<file path="config.mk">
export PLATFORM = sky130hd
export DESIGN_NAME = pipeline_sequencer_flat
export DESIGN_NICKNAME = d
export VERILOG_FILES = /design/src/rtl/pipeline_sequencer_pkg.sv /design/src/rtl/pipeline_sequencer_if.sv /design/src/rtl/pipeline_sequencer_sat_counter.sv /design/src/rtl/pipeline_sequencer.sv /design/src/flat_wrapper.sv
export SDC_FILE = /design/constraint.sdc
export NUM_CORES = 1
export LEC_CHECK = 0
export ABC_AREA = 1
export CORE_MARGIN = 1
export CORE_UTILIZATION = 35
export CTS_CLUSTER_SIZE = 25
export DETAILED_ROUTE_END_ITERATION = 10
export PLACE_DENSITY = 0.61
export SLEW_MARGIN = 20
export SYNTH_ARGS = -nofsm -noshare
export SYNTH_HDL_FRONTEND = slang
export SYNTH_HIERARCHICAL = 1
export SYNTH_SLANG_ARGS = --single-unit
</file>
<file path="constraint.sdc">
create_clock -name clk -period 3.2 [get_ports clk]
set_clock_uncertainty 0.05 [all_clocks]
set_input_delay 0.48 -clock clk [delete_from_list [all_inputs] [get_ports clk]]
set_output_delay 0.48 -clock clk [all_outputs]
set_load 0.005 [all_outputs]
</file>
<file path="src/rtl/pipeline_sequencer_pkg.sv">
// Shared types and defaults for the pipeline stall/flush sequencer.
// MD_LATENCY_DEFAULT is also the MULT/DIV unit's occupancy of EX.
package pipeline_sequencer_pkg;

    typedef enum logic [1:0] {
        RUN,
        MD_WAIT,
        FLUSH,
        HALT
    } seq_state_t;

    localparam int unsigned MD_LATENCY_DEFAULT = 4;
    localparam int unsigned PERF_W_DEFAULT     = 16;
    // Wide enough for MD_LATENCY up to 15.
    localparam int unsigned MD_CNT_W           = 4;

endpackage

</file>
<file path="src/rtl/pipeline_sequencer_if.sv">
// Request/control bundle between the sequencer and the pipeline datapath.
// Master is the sequencer; slave is the pipeline side.
interface pipeline_sequencer_if
    import pipeline_sequencer_pkg::*;
#(
    parameter int unsigned PERF_W = PERF_W_DEFAULT
) ();

    logic              load_use_stall;
    logic              branch_taken;
    logic              md_issue;
    logic              halt_req;

    logic              pc_en;
    logic              s1_en;
    logic              s2_en;
    logic              s1_flush;
    logic              s2_bubble;
    logic              s3_bubble;
    logic              md_start;
    logic              md_done;
    logic              halted;
    logic [PERF_W-1:0] stall_cycles;

    modport master (
        input  load_use_stall, branch_taken, md_issue, halt_req,
        output pc_en, s1_en, s2_en, s1_flush, s2_bubble, s3_bubble,
               md_start, md_done, halted, stall_cycles
    );

    modport slave (
        output load_use_stall, branch_taken, md_issue, halt_req,
        input  pc_en, s1_en, s2_en, s1_flush, s2_bubble, s3_bubble,
               md_start, md_done, halted, stall_cycles
    );

endinterface

</file>
<file path="src/rtl/pipeline_sequencer_sat_counter.sv">
// Width-parameterised saturating incrementer with synchronous clear.
module sat_counter #(
    parameter int unsigned W = 16
) (
    input  logic         clk,
    input  logic         clr,
    input  logic         inc,
    output logic [W-1:0] count
);

    always_ff @(posedge clk) begin
        if (clr) begin
            count <= '0;
        end else if (inc && (count != '1)) begin
            count <= count + 1'b1;
        end
    end

endmodule

</file>
<file path="src/rtl/pipeline_sequencer.sv">
// Central stall/flush sequencer for the 4-stage pipeline: load-use stalls,
// taken-branch flush, multi-cycle MULT/DIV occupancy of EX, and HALT.
module pipeline_sequencer
    import pipeline_sequencer_pkg::*;
#(
    parameter int unsigned MD_LATENCY = MD_LATENCY_DEFAULT,
    parameter int unsigned PERF_W     = PERF_W_DEFAULT
) (
    input  logic                  clk,
    input  logic                  rst_n,
    pipeline_sequencer_if.master  seq
);

    localparam logic [MD_CNT_W-1:0] MD_RELOAD =
        (MD_LATENCY >= 2) ? MD_CNT_W'(MD_LATENCY - 2) : '0;

    seq_state_t          state;
    seq_state_t          state_nxt;
    logic [MD_CNT_W-1:0] md_cnt;
    logic [MD_CNT_W-1:0] md_cnt_nxt;

    logic pc_en;
    logic s1_en;
    logic s2_en;
    logic s1_flush;
    logic s2_bubble;
    logic s3_bubble;
    logic md_start;
    logic md_done;
    logic halted;
    logic stall_inc;

    always_ff @(posedge clk) begin
        if (!rst_n) begin
            state  <= RUN;
            md_cnt <= '0;
        end else begin
            state  <= state_nxt;
            md_cnt <= md_cnt_nxt;
        end
    end

    always_comb begin
        state_nxt  = state;
        md_cnt_nxt = md_cnt;
        pc_en      = 1'b0;
        s1_en      = 1'b0;
        s2_en      = 1'b0;
        s1_flush   = 1'b0;
        s2_bubble  = 1'b0;
        s3_bubble  = 1'b0;
        md_start   = 1'b0;
        md_done    = 1'b0;
        halted     = 1'b0;

        if (rst_n) begin
            unique case (state)
                RUN: begin
                    pc_en = 1'b1;
                    s1_en = 1'b1;
                    s2_en = 1'b1;
                    if (seq.halt_req) begin
                        pc_en     = 1'b0;
                        s1_en     = 1'b0;
                        s2_en     = 1'b0;
                        s2_bubble = 1'b1;
                        state_nxt = HALT;
                    end else if (seq.md_issue) begin
                        md_start = 1'b1;
                        // A single-cycle op finishes in its issue cycle; no freeze.
                        if (MD_LATENCY == 1) begin
                            md_done = 1'b1;
                        end else begin
                            md_cnt_nxt = MD_RELOAD;
                            state_nxt  = MD_WAIT;
                        end
                    end else if (seq.load_use_stall) begin
                        pc_en     = 1'b0;
                        s1_en     = 1'b0;
                        s2_bubble = 1'b1;
                    end else if (seq.branch_taken) begin
                        s1_flush  = 1'b1;
                        state_nxt = FLUSH;
                    end
                end

                MD_WAIT: begin
                    s3_bubble = 1'b1;
                    if (md_cnt == '0) begin
                        md_done   = 1'b1;
                        state_nxt = RUN;
                    end else begin
                        md_cnt_nxt = md_cnt - 1'b1;
                    end
                end

                // ID holds the squashed NOP, so every request is ignored here.
                FLUSH: begin
                    pc_en     = 1'b1;
                    s1_en     = 1'b1;
                    s2_en     = 1'b1;
                    state_nxt = RUN;
                end

                HALT: begin
                    halted = 1'b1;
                end

                default: begin
                    state_nxt = RUN;
                end
            endcase
        end
    end

    assign stall_inc = rst_n && !pc_en && (state != HALT);

    sat_counter #(
        .W (PERF_W)
    ) u_stall_cnt (
        .clk   (clk),
        .clr   (!rst_n),
        .inc   (stall_inc),
        .count (seq.stall_cycles)
    );

    assign seq.pc_en     = pc_en;
    assign seq.s1_en     = s1_en;
    assign seq.s2_en     = s2_en;
    assign seq.s1_flush  = s1_flush;
    assign seq.s2_bubble = s2_bubble;
    assign seq.s3_bubble = s3_bubble;
    assign seq.md_start  = md_start;
    assign seq.md_done   = md_done;
    assign seq.halted    = halted;

endmodule

</file>
<file path="src/flat_wrapper.sv">
// flat-port wrapper written by rule: the top's interface ports become plain ports
module pipeline_sequencer_flat import pipeline_sequencer_pkg::*;
#(
    parameter int unsigned MD_LATENCY = MD_LATENCY_DEFAULT,
    parameter int unsigned PERF_W     = PERF_W_DEFAULT
)
  (clk, rst_n, seq_load_use_stall, seq_branch_taken, seq_md_issue, seq_halt_req, seq_pc_en, seq_s1_en, seq_s2_en, seq_s1_flush, seq_s2_bubble, seq_s3_bubble, seq_md_start, seq_md_done, seq_halted, seq_stall_cycles);
  pipeline_sequencer_if #(.PERF_W(PERF_W)) seq_i ();
  input  logic clk;
  input  logic rst_n;
  input wire logic [$bits(seq_i.load_use_stall)-1:0] seq_load_use_stall;
  input wire logic [$bits(seq_i.branch_taken)-1:0] seq_branch_taken;
  input wire logic [$bits(seq_i.md_issue)-1:0] seq_md_issue;
  input wire logic [$bits(seq_i.halt_req)-1:0] seq_halt_req;
  output wire logic [$bits(seq_i.pc_en)-1:0] seq_pc_en;
  output wire logic [$bits(seq_i.s1_en)-1:0] seq_s1_en;
  output wire logic [$bits(seq_i.s2_en)-1:0] seq_s2_en;
  output wire logic [$bits(seq_i.s1_flush)-1:0] seq_s1_flush;
  output wire logic [$bits(seq_i.s2_bubble)-1:0] seq_s2_bubble;
  output wire logic [$bits(seq_i.s3_bubble)-1:0] seq_s3_bubble;
  output wire logic [$bits(seq_i.md_start)-1:0] seq_md_start;
  output wire logic [$bits(seq_i.md_done)-1:0] seq_md_done;
  output wire logic [$bits(seq_i.halted)-1:0] seq_halted;
  output wire logic [$bits(seq_i.stall_cycles)-1:0] seq_stall_cycles;
  assign seq_i.load_use_stall = seq_load_use_stall;
  assign seq_i.branch_taken = seq_branch_taken;
  assign seq_i.md_issue = seq_md_issue;
  assign seq_i.halt_req = seq_halt_req;
  assign seq_pc_en = seq_i.pc_en;
  assign seq_s1_en = seq_i.s1_en;
  assign seq_s2_en = seq_i.s2_en;
  assign seq_s1_flush = seq_i.s1_flush;
  assign seq_s2_bubble = seq_i.s2_bubble;
  assign seq_s3_bubble = seq_i.s3_bubble;
  assign seq_md_start = seq_i.md_start;
  assign seq_md_done = seq_i.md_done;
  assign seq_halted = seq_i.halted;
  assign seq_stall_cycles = seq_i.stall_cycles;
  pipeline_sequencer #(.MD_LATENCY(MD_LATENCY), .PERF_W(PERF_W)) u_core (.clk(clk), .rst_n(rst_n), .seq(seq_i));
endmodule
</file>
==> run summary <==
Max FO, Critical Path -> 5
clock root buffer -> clkbuf_8
Die Width -> 67.99 um
H-Tree Depth -> 1
Port-buffer cells -> 30
largest net degree at the start of global routing -> 15
die area -> 0.004622 mm^2
maximum VDD drop -> 262.3 uV
grt met2 use -> 0.2414
number of setup violations in the final report -> 0
synth warn -> 6
crit-path max cell delay -> 0.53 ns
Worst setup SP type -> primary input
Mapped Nets -> 261
Std-Cell Rows -> 23
number of synthesized flops with an enable pin -> 0
Synth Area per Inst -> 6.170 um^2
initial drt markers -> 76
clock slew at reported path FFs -> 0.08 ns
Crit Path Class -> primary input to output port
core footprint -> 0.004086 mm^2
RSZ-0062 raised after global routing -> no
fin crit period -> 2.573 ns
most frequent CP cell -> clkdlybuf4s50_1
status -> complete, no violations
global routing usage on met3 -> 0.01500
fin worst setup slack -> 0.6271 ns
DR vias -> 1497
Area Growth Syn to Fin -> 26.85%
number of CTS-inserted buffers -> 3
GRT Util Overall -> 0.1637
#FFs+latches synth -> 22
Vias per Instance -> 4.550
Worst Path Required -> 2.67 ns
Period Utilization, post-route -> 0.8040
CTS tree -> yes
final hold vios -> 0
TritonRoute pass-1 iters -> 4
vias in the first global route -> 1316
grt peak-use layer -> met1
DIE HEIGHT -> 67.99 um
Post-synth top cells -> nand2_1 (69), nor2_1 (52), inv_1 (27)
per-cell routed wire length -> 10.22 um
total wire length -> 3363 um
fillers -> 421
CP Capture Type -> output port
Hold Crit Class -> register to register
sequential-to-total area share from yosys stat -> 0.2890
global-route wire length before repair -> 5809 um
Post-CTS Repair Setup Buffers -> 0
WP buf/inv -> 3
total gr overflow -> 0
prevailing post-synth register cell -> dfxtp_1
top-area cell type share of the netlist area -> 0.2890
Resized cells post-CTS -> 0
total negative slack -> 0 ns
count leader, synth -> nand2_1
Slew Limit Fails -> 0
max cap viols -> 0
Slowest cell on crit path -> clkdlybuf4s50_1
critical path arrival -> 2.04 ns
GPL Wtd Cong -> 0.8685
Setup WS pre-CTS -> 0.6076 ns
largest cells by area after synthesis -> dfxtp_1 (29%), nand2_1 (17%), nor2_1 (13%)
Crit path max-delay family -> buffers and inverters
Starting Density -> 0.3729
clk sinks -> 22
post-synth top area cell -> dfxtp_1
Critical Path, Cell by Cell -> clkdlybuf4s50_1 > or2_1 > nand2_1 > o21ai_1 > inv_1 > nor2_1 > clkdlybuf4s50_1
Achievable Freq -> 388.7 MHz
Post-synth ARST share -> 0
fraction of layout cells with a size suffix above 1 -> 0.1111
library cells used by synthesis -> 24
hpwl dp -> 2650 um
relative slew slack -> 0.7008
antenna violations before repair -> 0
clock tree buffer depth -> 2
IO Pins -> 31
post-synthesis cell count -> 247
netlist area before placement -> 0.001524 mm^2
Post-layout nets -> 294
antenna fix cells -> 0
Worst-Skew Late Latency -> 0.27 ns
PwrDens -> 507.2 mW/mm^2
worst slew pin tran -> 0.4482 ns
static leakage -> 0.8552 nW
residual DRC count -> 0
M1 GR Usage -> 0.2447
Hold Buf Count CTS -> 0
Final ANT Viol Nets -> 0
[worst register-to-register path: stages (launching register included)]
cell and delay (ns):
dfxtp_1 0.39, inv_1 0.10, ha_1 0.29, inv_2 0.07, o21ai_1 0.07, nor3_1 0.13
buf_4 0.20, nand3_1 0.11, nor2_1 0.10, nand2_1 0.06, nor2_1 0.16, nand3_1 0.11
nand2_1 0.07, nor2_1 0.04
[registers in the layout, summed over array words and instances (netlist names)]
register and count:
u_core/state 2, u_core/u_stall_cnt/count 16, u_core/md_cnt 4
[logic make-up after synthesis]
kind of cell / Yosys count / synth area share
AO/OA/AOI/OAI: 17 / 0.05582
buffers and inverters: 34 / 0.08702
AND/OR/NAND/NOR: 166 / 0.5025
adder cells (fa/ha/maj): 8 / 0.06568
flip-flops: 22 / 0.2890
[layout by cell type, fill, tap and decap left out, types with 3 or more instances in the layout]
cell	synthesis	routed
a21oi_1	15	15
clkbuf_8	0	4
clkdlybuf4s50_1	0	30
dfxtp_1	22	22
ha_1	8	8
inv_1	27	27
inv_2	4	4
nand2_1	69	69
nand2_2	4	4
nand2_4	3	3
nand3_1	19	19
nor2_1	52	52
nor2_2	9	9
nor2_4	3	3
[layout make-up]
| type | count | area (um^2) | share of cell area |
|---|---|---|---|
| sequential | 22 | 440.4 | 0.2278 |
| multi-input combinational | 191 | 950.9 | 0.4919 |
| clock buffer | 4 | 55.05 | 0.02848 |
| tap | 50 | 62.56 | 0.03236 |
| inverter | 31 | 116.4 | 0.06019 |
| timing repair buffer | 31 | 307.8 | 0.1592 |
[through the flow]
stage / cell area [um^2] / instances / utilization / power [mW] / hold slack [ns]
after CTS: 1933 / 329 / 0.4731 / 0.9877 / 0.4366
after floorplan: 1524 / 247 / - / 0.6552 / 0.4024
after global routing: 1933 / 329 / 0.4731 / 1.071 / 0.4576
final: 1933 / 329 / 0.4731 / 0.9805 / 0.4392
after detailed placement: 1878 / 325 / 0.4596 / 0.7843 / 0.4249
after global placement: 1878 / 325 / 0.4596 / 0.7811 / 0.4205
[path summary, 6_finish.rpt]
| kind | depth (start not counted) | slack [ns] | end | start |
|---|---|---|---|---|
| setup / recovery | 7 | 0.63 | seq_s1_en | seq_md_issue |
| setup reg to reg | 13 | 1.17 | u_core/u_stall_cnt/count[15] | u_core/state[0] |
| hold / removal | 2 | 0.44 | u_core/md_cnt[1] | u_core/md_cnt[1] |
| hold reg to reg | 2 | 0.44 | u_core/md_cnt[1] | u_core/md_cnt[1] |
[report_power, final]
part           leakage [nW]  switching, mW  internal [mW]
registers             0.179         0.0344          0.307
clock network        0.0288         0.0930          0.110
logic                 0.648          0.249          0.187
[per-layer routing]
metal,share of wire,vias up
met5,0,-
met4,0.0056,0
met3,0.024,2
met2,0.42,21
met1,0.55,646
li1,-,828
Power figures use the tool's default switching activity.
